### config.mk
export PLATFORM = sky130hd
export DESIGN_NAME = multi_sync_filter
export DESIGN_NICKNAME = d
export VERILOG_FILES = /design/src/rtl/multi_sync_filter.sv
export SDC_FILE = /design/constraint.sdc
export NUM_CORES = 1
export LEC_CHECK = 0
export ABC_AREA = 1
export CAP_MARGIN = 5
export CORE_ASPECT_RATIO = 1.2
export CORE_UTILIZATION = 52
export CTS_CLUSTER_SIZE = 14
export DETAILED_ROUTE_END_ITERATION = 7
export HOLD_SLACK_MARGIN = 0.08
export PLACE_DENSITY_LB_ADDON = 0.25
export SLEW_MARGIN = 20
export SYNTH_ARGS = -nofsm -noshare
export SYNTH_HDL_FRONTEND = slang
export SYNTH_SLANG_ARGS = --single-unit
export TNS_END_PERCENT = 100
### constraint.sdc
create_clock -name Clock -period 1.15 [get_ports Clock]
set_input_delay 0.23 -clock Clock [delete_from_list [all_inputs] [get_ports Clock]]
set_output_delay 0.23 -clock Clock [all_outputs]
set_load 0.02 [all_outputs]
### src/rtl/multi_sync_filter.sv
// Per-channel multi-flop synchronizer with a stability filter and registered
// rise/fall pulses. Every output is driven from a flop; nothing is combinational from DataIn.
module multi_sync_filter #(
  parameter int               WIDTH         = 8,
  parameter int               STAGES        = 2,
  parameter int               FILTER_CYCLES = 4,
  parameter logic [WIDTH-1:0] RST_VAL       = '0
) (
  input  logic             Clock,
  input  logic             Reset,
  input  logic [WIDTH-1:0] DataIn,
  output logic [WIDTH-1:0] DataOut,
  output logic [WIDTH-1:0] RiseOut,
  output logic [WIDTH-1:0] FallOut
);

  if (WIDTH < 1 || WIDTH > 32) begin : g_bad_width
    $error("multi_sync_filter: WIDTH must be in 1..32");
  end
  if (STAGES < 2 || STAGES > 4) begin : g_bad_stages
    $error("multi_sync_filter: STAGES must be in 2..4");
  end
  if (FILTER_CYCLES < 0 || FILTER_CYCLES > 255) begin : g_bad_filter
    $error("multi_sync_filter: FILTER_CYCLES must be in 0..255");
  end

  logic [WIDTH-1:0] sync_p [STAGES];
  logic [WIDTH-1:0] out_next;

  // Synchronizer chain: sync_p[STAGES-1] is the synchronized value
  always_ff @(posedge Clock) begin
    if (Reset) begin
      for (int s = 0; s < STAGES; s++) begin
        sync_p[s] <= RST_VAL;
      end
    end else begin
      sync_p[0] <= DataIn;
      for (int s = 1; s < STAGES; s++) begin
        sync_p[s] <= sync_p[s-1];
      end
    end
  end

  if (FILTER_CYCLES == 0) begin : g_bypass
    // The value the last flop takes on the next edge drives the pulse registers
    assign out_next = sync_p[STAGES-2];
    assign DataOut  = sync_p[STAGES-1];
  end else begin : g_filter
    localparam int               CNT_W    = $clog2(FILTER_CYCLES + 1);
    localparam logic [CNT_W-1:0] CNT_LAST = CNT_W'(FILTER_CYCLES - 1);

    logic [CNT_W-1:0] cnt_p    [WIDTH];
    logic [CNT_W-1:0] cnt_next [WIDTH];
    logic [WIDTH-1:0] out_p;

    // Per-channel stability count; the output follows only after a full run
    always_comb begin
      out_next = out_p;
      for (int i = 0; i < WIDTH; i++) begin
        cnt_next[i] = '0;
        if (sync_p[STAGES-1][i] != out_p[i]) begin
          if (cnt_p[i] == CNT_LAST) begin
            out_next[i] = sync_p[STAGES-1][i];
          end else begin
            cnt_next[i] = cnt_p[i] + CNT_W'(1);
          end
        end
      end
    end

    // Filter stage
    always_ff @(posedge Clock) begin
      if (Reset) begin
        out_p <= RST_VAL;
        for (int i = 0; i < WIDTH; i++) begin
          cnt_p[i] <= '0;
        end
      end else begin
        out_p <= out_next;
        for (int i = 0; i < WIDTH; i++) begin
          cnt_p[i] <= cnt_next[i];
        end
      end
    end

    assign DataOut = out_p;
  end

  // Edge pulse stage: registered alongside the DataOut update
  always_ff @(posedge Clock) begin
    if (Reset) begin
      RiseOut <= '0;
      FallOut <= '0;
    end else begin
      RiseOut <= out_next & ~DataOut;
      FallOut <= ~out_next & DataOut;
    end
  end

endmodule

* Word level (Yosys, flattened, before mapping)
Memories as Yosys holds them, arrays and structs flattened.
Cells that the tools add are included.
** Storage, ports and cells
- Bits in writable memories :: 40
- Input port bits :: 10
- Register bits after elaboration :: 24
- Memories kept :: 2
** Memories
- g_filter.cnt_p :: words 8, width 3, read ports 8, clocked after memory_dff 0, wr ports 8, line 52 : logic [CNT_W-1:0] cnt_p [WIDTH];
- sync_p :: words 2, width 8, read ports 2, clocked after memory_dff 0, wr ports 2, line 27 : logic [WIDTH-1:0] sync_p [STAGES];
** Cells by class
- Eq/ne operators :: 16
- Muxes and demuxes :: 45
- $add $sub $neg :: 8
- Bitwise gates (word level) :: 14
** Operator list (number)
- 3-bit 2-to-1 mux :: 24
- 3-bit by 1-bit adder with 3-bit output (second input constant) :: 8
- 3-bit by 2-bit == test with 1-bit output (second input constant) :: 8
- 1-bit 2-to-1 mux :: 19
- 8-bit bitwise AND :: 2
- 8-bit 2-to-1 mux :: 2
- 8-bit inverter :: 2
- 1-bit OR :: 10
- 1-bit != test :: 8

* Logic depth before layout (Yosys ltp)
Gate-level depths: netlist of run 1.
- Depth in word-level cells :: 5
- Gate-level depth with buffers :: 5
- Depth with buffers taken out :: 5

* Least setup slack after synthesis of run 1
No wires, ideal clock.
- Kind :: flip-flop to flip-flop
- Start point :: memory g_filter.cnt_p[0][3] in the netlist's numbering
- End point :: memory g_filter.cnt_p[0][3] in the netlist's numbering
- Buffers on the path :: 0
- Stages on the path, launching flop included :: 6
- Slack :: 0.124 ns
- Clock period less this slack :: 1.026 ns
- Data required time :: 1.085 ns
- Data arrival time :: 0.961 ns
- Path through :: dfxtp_1 ha_1 ha_1 nor2_1 nand3_1 nor2_1
** RTL lines (line)
- start: declaration :: 52

==> results of run 1 <==
-- area by class of cell --
class	count	area [sq um]
sequential	64	1284
fill	324	1106
multi-input combinational	136	803.3
timing repair buffer	43	317.8
inverter	48	180.2
clock buffer	13	148.9
tap	54	67.56
clock inverter	3	65.06
-- metal layers --
metal	global-route usage (%)	vias up	wire length (microns)
li1	-	862	-
met3	4.965	11	130
met4	11.62	0	106
met5	0	-	0
met1	16.87	742	1431
met2	30.92	30	1895
-- worst reg2reg max path, cell delays in order, from the launching register on --
cell and delay [ns]:
dfxtp_2 0.32, ha_2 0.19, ha_4 0.16, nor2_1 0.12
nand3_2 0.13, nor2_2 0.12
-- state kept, by name (all words and copies together) (netlist names) --
name / flops
DataOut: 8
FallOut: 8
RiseOut: 8
g_filter.cnt_p: 24
sync_p: 16
-- power by group --
part	switching [mW]	internal, mW
Sequential	0.0175	2.25
Combinational	0.0700	0.0619
Clock	0.767	1.28
-- cell usage in the layout (no fill, tap or decap) --
| master | netlist | layout |
|---|---|---|
| buf_12 | 0 | 1 |
| buf_2 | 4 | 21 |
| buf_4 | 0 | 9 |
| bufinv_16 | 0 | 2 |
| clkbuf_1 | 0 | 3 |
| clkbuf_8 | 0 | 10 |
| clkdlybuf4s15_2 | 0 | 4 |
| clkdlybuf4s50_1 | 0 | 8 |
| clkinv_2 | 0 | 1 |
| dfxtp_1 | 64 | 62 |
| dfxtp_2 | 0 | 2 |
| ha_1 | 16 | 4 |
| ha_2 | 0 | 8 |
| ha_4 | 0 | 4 |
| inv_1 | 48 | 48 |
| nand2_1 | 24 | 24 |
| nand3_1 | 16 | 11 |
| nand3_2 | 0 | 5 |
| nor2_1 | 64 | 57 |
| nor2_2 | 0 | 7 |
| nor3_1 | 8 | 8 |
| o21ai_0 | 8 | 7 |
| o21ai_1 | 0 | 1 |
-- through the flow --
stage,setup TNS (ns),instance area (sq um),setup WS (ns),std cells
3_3_place_gp,-0.04971,2618,-0.02781,343
2_1_floorplan,0,2183,0.1238,253
5_1_grt,-0.02999,2867,-0.01657,361
6_report,0,2867,0.02782,361
3_5_place_dp,-0.08000,2618,-0.03481,343
4_1_cts,0,2851,0.0008349,361
-- logic make-up (layout without fill, tap and decap cells) --
| group | count (synthesis) | count (layout) | synth area share (%) |
|---|---|---|---|
| compound gates | 8 | 8 | 1.834 |
| buf+inv | 53 | 107 | 9.685 |
| flops | 64 | 64 | 58.68 |
| simple gates | 112 | 112 | 20.63 |
| fa+ha+maj | 16 | 16 | 9.169 |
-- worst max path at each step --
stage,from,to,cells after the start
after floorplan,g_filter.cnt_p[0][3],g_filter.cnt_p[0][3],5
after global placement,DataOut[3],DataOut[3],1
after detailed placement,DataOut[3],DataOut[3],1
after CTS,RiseOut[1],RiseOut[1],1
after global routing,g_filter.cnt_p[1][6],g_filter.cnt_p[1][6],5
final,g_filter.cnt_p[1][6],g_filter.cnt_p[1][6],5
-- repair_timing --
item,CTS,global route
pin swaps,5,13
setup endpoints to repair,30,42
gates resized for setup,84,39
setup buffers,2,0
==> impl_metrics.yaml, run 1 <==
power:
  vdd_drop_max_v: 0.001216
  powerDensity_nw_per_um2: 1552
  total_power_mw: 4.448
  power.leakage_nw: 1.260
clock_network:
  cts_buffer_depth: 2
  cts_hold_buf: 0
  clk_pin_slew_ns: 0.06
  cts.sinks: 64
  cts-root-buf: "clkbuf_8"
  htree_levels: 3
  cts_buffers: 9
  clk_latency_ns: 0.32
  cts_tree: "yes"
logic_synthesis:
  yosysWarnings: 0
  avgSynthCellArea_sq_um: 8.630
  netlist_instances: 253
  synth_fp_nets: 279
  synth_edf_count: 0
  yosysTopAreaCell: "dfxtp_1"
  yosysUniqueCellTypes: 10
  ys.flop_type: "dfxtp_1"
  ys_seq_area_share_pct: 58.68
  synth_top_area_share_pct: 58.68
  synth-seq-cells: 64
  async_reset_ff_share_pct: 0
  ys_top_cells_by_area: "dfxtp_1, nor2_1, ha_1, inv_1, nand2_1"
  netlist_area_sq_um: 2183
  synthTopCellsByCount: "dfxtp_1, nor2_1, inv_1"
grt:
  antenna_found_initial: 0
  grt_pass1_vias: 1474
  grt_use_total_pct: 17.43
  grt_first_pass_wirelength_microns: 5651
  grt_max_degree: 30
  grt-ovfl-total: 0
sta:
  max_freq_mhz: 891.1
  relSlewSlack_pct: 87.06
  worst_hold_slack_ns: 0.3010
  fin_skew_ns: 0.004554
  setup_viol: 0
  period_minus_slack_ns: 1.122
  rsz0062_at_grt: "true"
  worst_pin_slew_ns: 0.1941
  drv_slew: 0
  timing.final.crit_share_pct: 97.58
  hold_viol_final: 0
worst_setup_path:
  timing.rr.start: "g_filter.cnt_p[1][6]"
  crit_family: "simple AND/OR/NAND/NOR gates"
  crit_fanout: 3
  r2r_setup_slack_ns: 0.03
  required_ns: 1.40
  r2r_cells: 5
  crit_path_end_kind: "flop"
  crit_path_cell_trace: "ha_2, ha_4, nor2_1, nand3_2, nor2_2"
  r2r_end: "g_filter.cnt_p[1][6]"
  cp.arrival_ns: 1.37
  crit_type: "reg2reg"
  crit_path_start_kind: "flop"
  critPathMaxStageDelay_ns: 0.32
  slowest_stage: "dfxtp_2"
  path_buf_inv: 0
drt:
  wl_per_cell_microns: 9.870
  drt-vias-per-instance: 4.557
  drt_iter0_markers: 64
  route.detailed.drc: 0
  first_pass_iters: 4
  vias: 1645
  wirelength_microns: 3563
  drtAntennaViolNets: 0
hold_path:
  min-delay-start: "Reset"
  hold_depth: 3
  worstHoldPathType: "in2reg"
  hold-path-endpoint: "RiseOut[1]"
floorplanning:
  die_y_microns: 72.98
  io_pins: 34
  core_sq_um: 3973
  die_area_sq_um: 4463
  fp.dieW_microns: 61.15
  start_util_pct: 54.96
  rows: 25
place:
  dp_hpwl_microns: 2210
  gp_congestion: 0.7337
  io_buffers: 33
cells_and_area:
  syn_to_final_growth_pct: 31.29
  nNetsFinal: 328
  drive_gt1_share_pct: 24.10
  final_core_util_pct: 72.16
  antenna_cells: 0
status:
  status: "finished, final reports clean"
run:
  maxCapViolCount: 0
No activity file was read; power rests on OpenSTA's default activity.
==> inputs of run 2 (changes only) <==
--- a/config.mk
+++ b/config.mk
@@ -8,12 +8,12 @@
 export ABC_AREA = 1
 export CAP_MARGIN = 5
 export CORE_ASPECT_RATIO = 1.2
-export CORE_UTILIZATION = 52
+export CORE_UTILIZATION = 55
+export CTS_BUF_LIST = sky130_fd_sc_hd__clkbuf_8
 export CTS_CLUSTER_SIZE = 14
 export DETAILED_ROUTE_END_ITERATION = 7
 export HOLD_SLACK_MARGIN = 0.08
 export PLACE_DENSITY_LB_ADDON = 0.25
-export SLEW_MARGIN = 20
 export SYNTH_ARGS = -nofsm -noshare
 export SYNTH_HDL_FRONTEND = slang
 export SYNTH_SLANG_ARGS = --single-unit
==> run 2 against run 1 <==
Routed wire length is 5.6% lower. Critical path type is now reg2out. Count of clock-buffer cells in the layout shrank 3. Highest routed layer unchanged. Combinational power barely moved. Via count down 0.79%. Cell area decreased by 0.65%. Sequential power hardly changed.
==> impl_metrics.yaml, run 2 (synthesis gave the netlist of run 1 again) <==
status:
  status: "finished, final reports clean"
floorplanning:
  io_pins: 34
  rows: 24
  die_area_sq_um: 4227
  start_util_pct: 58.64
  core_sq_um: 3724
  die_y_microns: 71.02
  fp.dieW_microns: 59.52
sta:
  period_minus_slack_ns: 1.128
  timing.final.crit_share_pct: 98.07
  hold_viol_final: 0
  relSlewSlack_pct: 87.38
  setup_viol: 0
  setup_tns_ns: 0
  max_freq_mhz: 886.6
  fin_skew_ns: 0.009593
  worst_hold_slack_ns: 0.3222
  worst_pin_slew_ns: 0.1874
  drv_slew: 0
  final.setup.worst_slack_ns: 0.02215
  rsz0062_at_grt: "true"
cells_and_area:
  reg.largest.list: "g_filter.cnt_p x24, sync_p x16"
  largest-register: "g_filter.cnt_p"
  nNetsFinal: 327
  fin_area_sq_um: 2848
  multi_input_area_sq_um: 783.3
  drive_gt1_share_pct: 23.86
  register_area_sq_um: 1282
  syn_to_final_growth_pct: 30.43
  final_core_util_pct: 76.48
  final_cells: 358
  antenna_cells: 0
  fillCellCount: 293
  layout_common_cells: "dfxtp_1, nor2_1, inv_1, nand2_1, buf_2"
  final_common_cell: "dfxtp_1"
  largest_reg_flops: 24
grt:
  antenna_found_initial: 0
  grt_use_total_pct: 17.58
  grt_first_pass_wirelength_microns: 5478
  grt-ovfl-total: 0
  grt_pass1_vias: 1485
  grt_max_degree: 43
clock_network:
  cts_hold_buf: 0
  cts_setup_buffers: 0
  clk_pin_slew_ns: 0.07
  cts_tree: "yes"
  cts-root-buf: "clkbuf_8"
  cts_buffer_depth: 2
  cts.sinks: 64
  cts_buffers: 9
  clk_latency_ns: 0.34
  htree_levels: 3
worst_setup_path:
  slowest_stage: "dfxtp_1"
  required_ns: 0.92
  crit_family: "flip-flops"
  crit_type: "reg2out"
  r2r_setup_slack_ns: 0.06
  path_buf_inv: 1
  crit_path_cell_trace: "clkdlybuf4s15_2"
  critPathMaxStageDelay_ns: 0.31
  cp.arrival_ns: 0.90
  crit_path_end_kind: "output pin"
  crit_path_start_kind: "flop"
  crit_fanout: 1
drt:
  wirelength_microns: 3363
  drt_iter0_markers: 70
  vias: 1632
  wl_per_cell_microns: 9.394
  route.detailed.drc: 0
  first_pass_iters: 4
  drt-vias-per-instance: 4.559
  drtAntennaViolNets: 0
place:
  gp_congestion: 0.7370
  io_buffers: 33
  dp_slack_ns: -0.02813
  placed_area_sq_um: 2623
  placedCellCount: 342
  dp_hpwl_microns: 2119
power:
  powerDensity_nw_per_um2: 1557
  power.leakage_nw: 1.267
  vdd_drop_max_v: 0.001014
  total_power_mw: 4.435
hold_path:
  worstHoldPathType: "in2reg"
run:
  maxCapViolCount: 0
## run 2: cell types whose count changed in the layout (fill, tap and decap cells not counted), sizes merged
| cell | delta |
|---|---|
| buf | -3 |
| clkbuf | -3 |
| clkdlybuf4s15 | +2 |
| inv | +3 |
## run 2: worst min-delay path: stages
cell    delay, ns
buf_2        0.10
buf_12       0.21
nor2_1       0.07
## run 2: timing repair
action | 4_1_cts | 5_1_grt
endpoints found under the setup margin | 28 | 38
pin swaps | 4 | 9
resized for setup | 82 | 35
## run 2: layer usage
metal  part of all wire [%]  GRT usage, %
met4                    2.2         10.34
met5                      0             0
met3                    5.1         8.592
met2                     51         29.21
met1                     42         17.29
## run 2: path summary, 6_finish.rpt
check	startpoint	endpoint	depth (start not counted)
min	Reset	RiseOut[0]	3
min reg2reg	g_filter.cnt_p[0][0]	g_filter.cnt_p[0][0]	1
max reg2reg	g_filter.cnt_p[1][6]	g_filter.cnt_p[1][8]	5
max	RiseOut[2]	RiseOut[2]	1
## run 2: power by group
| group | total (mW) | internal [mW] | switching (mW) |
|---|---|---|---|
| Sequential | 2.27 | 2.25 | 0.0170 |
| Clock | 2.03 | 1.25 | 0.781 |
| Combinational | 0.133 | 0.0612 | 0.0719 |
## run 2: final cells by class
class	count	share of cell area, %
sequential	64	45.04
timing repair buffer	42	11.34
clock buffer	10	4.833
multi-input combinational	136	27.50
clock inverter	6	2.680
inverter	48	6.327
tap	52	2.285
==> inputs of run 3 (changes only) <==
--- a/config.mk
+++ b/config.mk
@@ -12,6 +12,7 @@
 export CTS_BUF_LIST = sky130_fd_sc_hd__clkbuf_8
 export CTS_CLUSTER_SIZE = 14
 export DETAILED_ROUTE_END_ITERATION = 7
+export GPL_TIMING_DRIVEN = 0
 export HOLD_SLACK_MARGIN = 0.08
 export PLACE_DENSITY_LB_ADDON = 0.25
 export SYNTH_ARGS = -nofsm -noshare
==> run 3 against run 2 <==
Register-to-register slack worse by 0.02 ns. Sequential share of layout area up 1.6 points. Maximum frequency up 1.1%. Die area unchanged. Flip-flop and latch count unchanged. Worst hold slack better by 0.078 ns. Count of clock-buffer cells in the layout up 1. First-iteration DRC count up 41%. Utilization down 2.6 points. Routed wire length up 19%. Critical path type unchanged.
==> impl_metrics.yaml, run 3 (synthesis gave the netlist of run 1 again) <==
grt:
  grt_max_degree: 11
  grt_pass1_vias: 1626
  antenna_found_initial: 0
  grt-ovfl-total: 0
  grt_first_pass_wirelength_microns: 6506
  grt_use_total_pct: 21.55
place:
  io_buffers: 33
  dp_hpwl_microns: 2441
  gp_congestion: 0.7518
  dp_slack_ns: -0.2139
sta:
  rsz0062_at_grt: "true"
  worst_pin_slew_ns: 0.2294
  drv_slew: 0
  timing.final.crit_share_pct: 96.99
  relSlewSlack_pct: 84.71
  final.setup.worst_slack_ns: 0.03466
  period_minus_slack_ns: 1.115
  max_freq_mhz: 896.6
  setup_viol: 0
  worst_hold_slack_ns: 0.4004
  hold_viol_final: 0
  fin_skew_ns: 0.008227
floorplanning:
  core_sq_um: 3724
  start_util_pct: 58.64
  rows: 24
  fp.dieW_microns: 59.52
  die_y_microns: 71.02
  io_pins: 34
  die_area_sq_um: 4227
clock_network:
  htree_levels: 3
  clk_latency_ns: 0.34
  cts_buffers: 9
  clk_pin_slew_ns: 0.07
  cts_tree: "yes"
  cts_buffer_depth: 2
  cts.sinks: 64
  cts-root-buf: "clkbuf_8"
drt:
  drtAntennaViolNets: 0
  drt_iter0_markers: 99
  wirelength_microns: 4015
  drt-vias-per-instance: 4.818
  vias: 1691
  wl_per_cell_microns: 11.44
  first_pass_iters: 4
  route.detailed.drc: 0
status:
  status: "finished, final reports clean"
power:
  p_seq_share_pct: 56.6
  power.leakage_nw: 1.212
  switching_share_pct: 21.10
  switchingPower_mw: 0.8467
  p_comb_share_pct: 3.6
  powerDensity_nw_per_um2: 1459
  vdd_drop_max_v: 0.001004
  pwr-share-clk_pct: 39.9
  intPower_mw: 3.166
cells_and_area:
  nNetsFinal: 323
  syn_to_final_growth_pct: 26.02
  drive_gt1_share_pct: 23.08
  layout_common_cells: "dfxtp_1, nor2_1, inv_1, nand2_1, buf_2"
  reg.largest.list: "g_filter.cnt_p x24, sync_p x16"
  largest_reg_flops: 24
  largest-register: "g_filter.cnt_p"
  final_core_util_pct: 73.89
  antenna_cells: 0
  fillCellCount: 279
  final_common_cell: "dfxtp_1"
worst_setup_path:
  crit_path_end_kind: "output pin"
  path_buf_inv: 1
  crit_fanout: 4
  slowest_stage: "dfxtp_1"
  crit_path_start_kind: "flop"
  crit_path_cell_trace: "buf_4"
  critPathMaxStageDelay_ns: 0.39
  crit_family: "flip-flops"
  crit_type: "reg2out"
  cp.arrival_ns: 0.89
  required_ns: 0.92
run:
  maxCapViolCount: 0
hold_path:
  worstHoldPathType: "reg2reg"
[run 3: cell types whose count changed in the layout (fill, tap and decap cells not counted), moves of 2 or more]
cell / before / now
buf_4: 8 / 5
inv_1: 51 / 49
buf_2: 19 / 21
clkdlybuf4s15_2: 6 / 2
bufinv_16: 2 / 0
[run 3: final timing paths]
kind | endpoint | slack (ns) | startpoint | cells after the start
worst max-delay path | DataOut[1] | 0.03 | DataOut[1] | 1
worst min-delay path | sync_p[0][8] | 0.40 | sync_p[0][0] | 2
worst max register to register | g_filter.cnt_p[1][5] | 0.04 | g_filter.cnt_p[1][3] | 5
worst min register to register | sync_p[0][8] | 0.40 | sync_p[0][0] | 2
[run 3: metal layers]
layer / up-vias / part of all wire (%) / GRT usage (%) / wire length, microns
li1: 847 / - / - / -
met1: 783 / 38 / 21.13 / 1512
met2: 49 / 53 / 36.33 / 2146
met3: 12 / 6.1 / 9.689 / 246
met4: 0 / 2.7 / 12.92 / 110
met5: - / 0 / 0 / 0
[run 3: metrics by stage]
| stage | power [mW] | area (sq um) | setup TNS (ns) | std cells |
|---|---|---|---|---|
| floorplan | 2.390 | 2183 | 0 | 253 |
| global placement | 2.443 | 2579 | -9.772 | 338 |
| detailed placement | 2.449 | 2579 | -8.747 | 338 |
| CTS | 4.015 | 2734 | 0 | 351 |
| global route | 4.183 | 2751 | -0.01958 | 351 |
| finish | 4.013 | 2751 | 0 | 351 |
[run 3: final cells by class]
cell class	count	area, sq um	area share [%]
Inverter	48	180.2	6.548
Sequential cell	64	1284	46.66
Clock buffer	11	151.4	5.502
Tap cell	52	65.06	2.365
Clock inverter	2	8.758	0.3183
Timing Repair Buffer	33	235.2	8.549
Buffer	5	31.28	1.137
Multi-Input combinational cell	136	795.8	28.92
[run 3: power groups by stage]
stage / registers (mW) / logic (mW) / clock network (mW)
4_1_cts: 2.27 / 0.134 / 1.61
3_5_place_dp: 2.32 / 0.131 / 0
2_1_floorplan: 2.31 / 0.0755 / 0
6_report: 2.27 / 0.144 / 1.60
5_1_grt: 2.27 / 0.163 / 1.75
3_3_place_gp: 2.32 / 0.126 / 0
[run 3: repair_timing]
action / in CTS / in global routing
pin swaps: 7 / 9
hold buffers: 0 / 0
setup endpoints to repair: 35 / 44
setup buffers: 0 / 0
gates resized for setup: 85 / 45
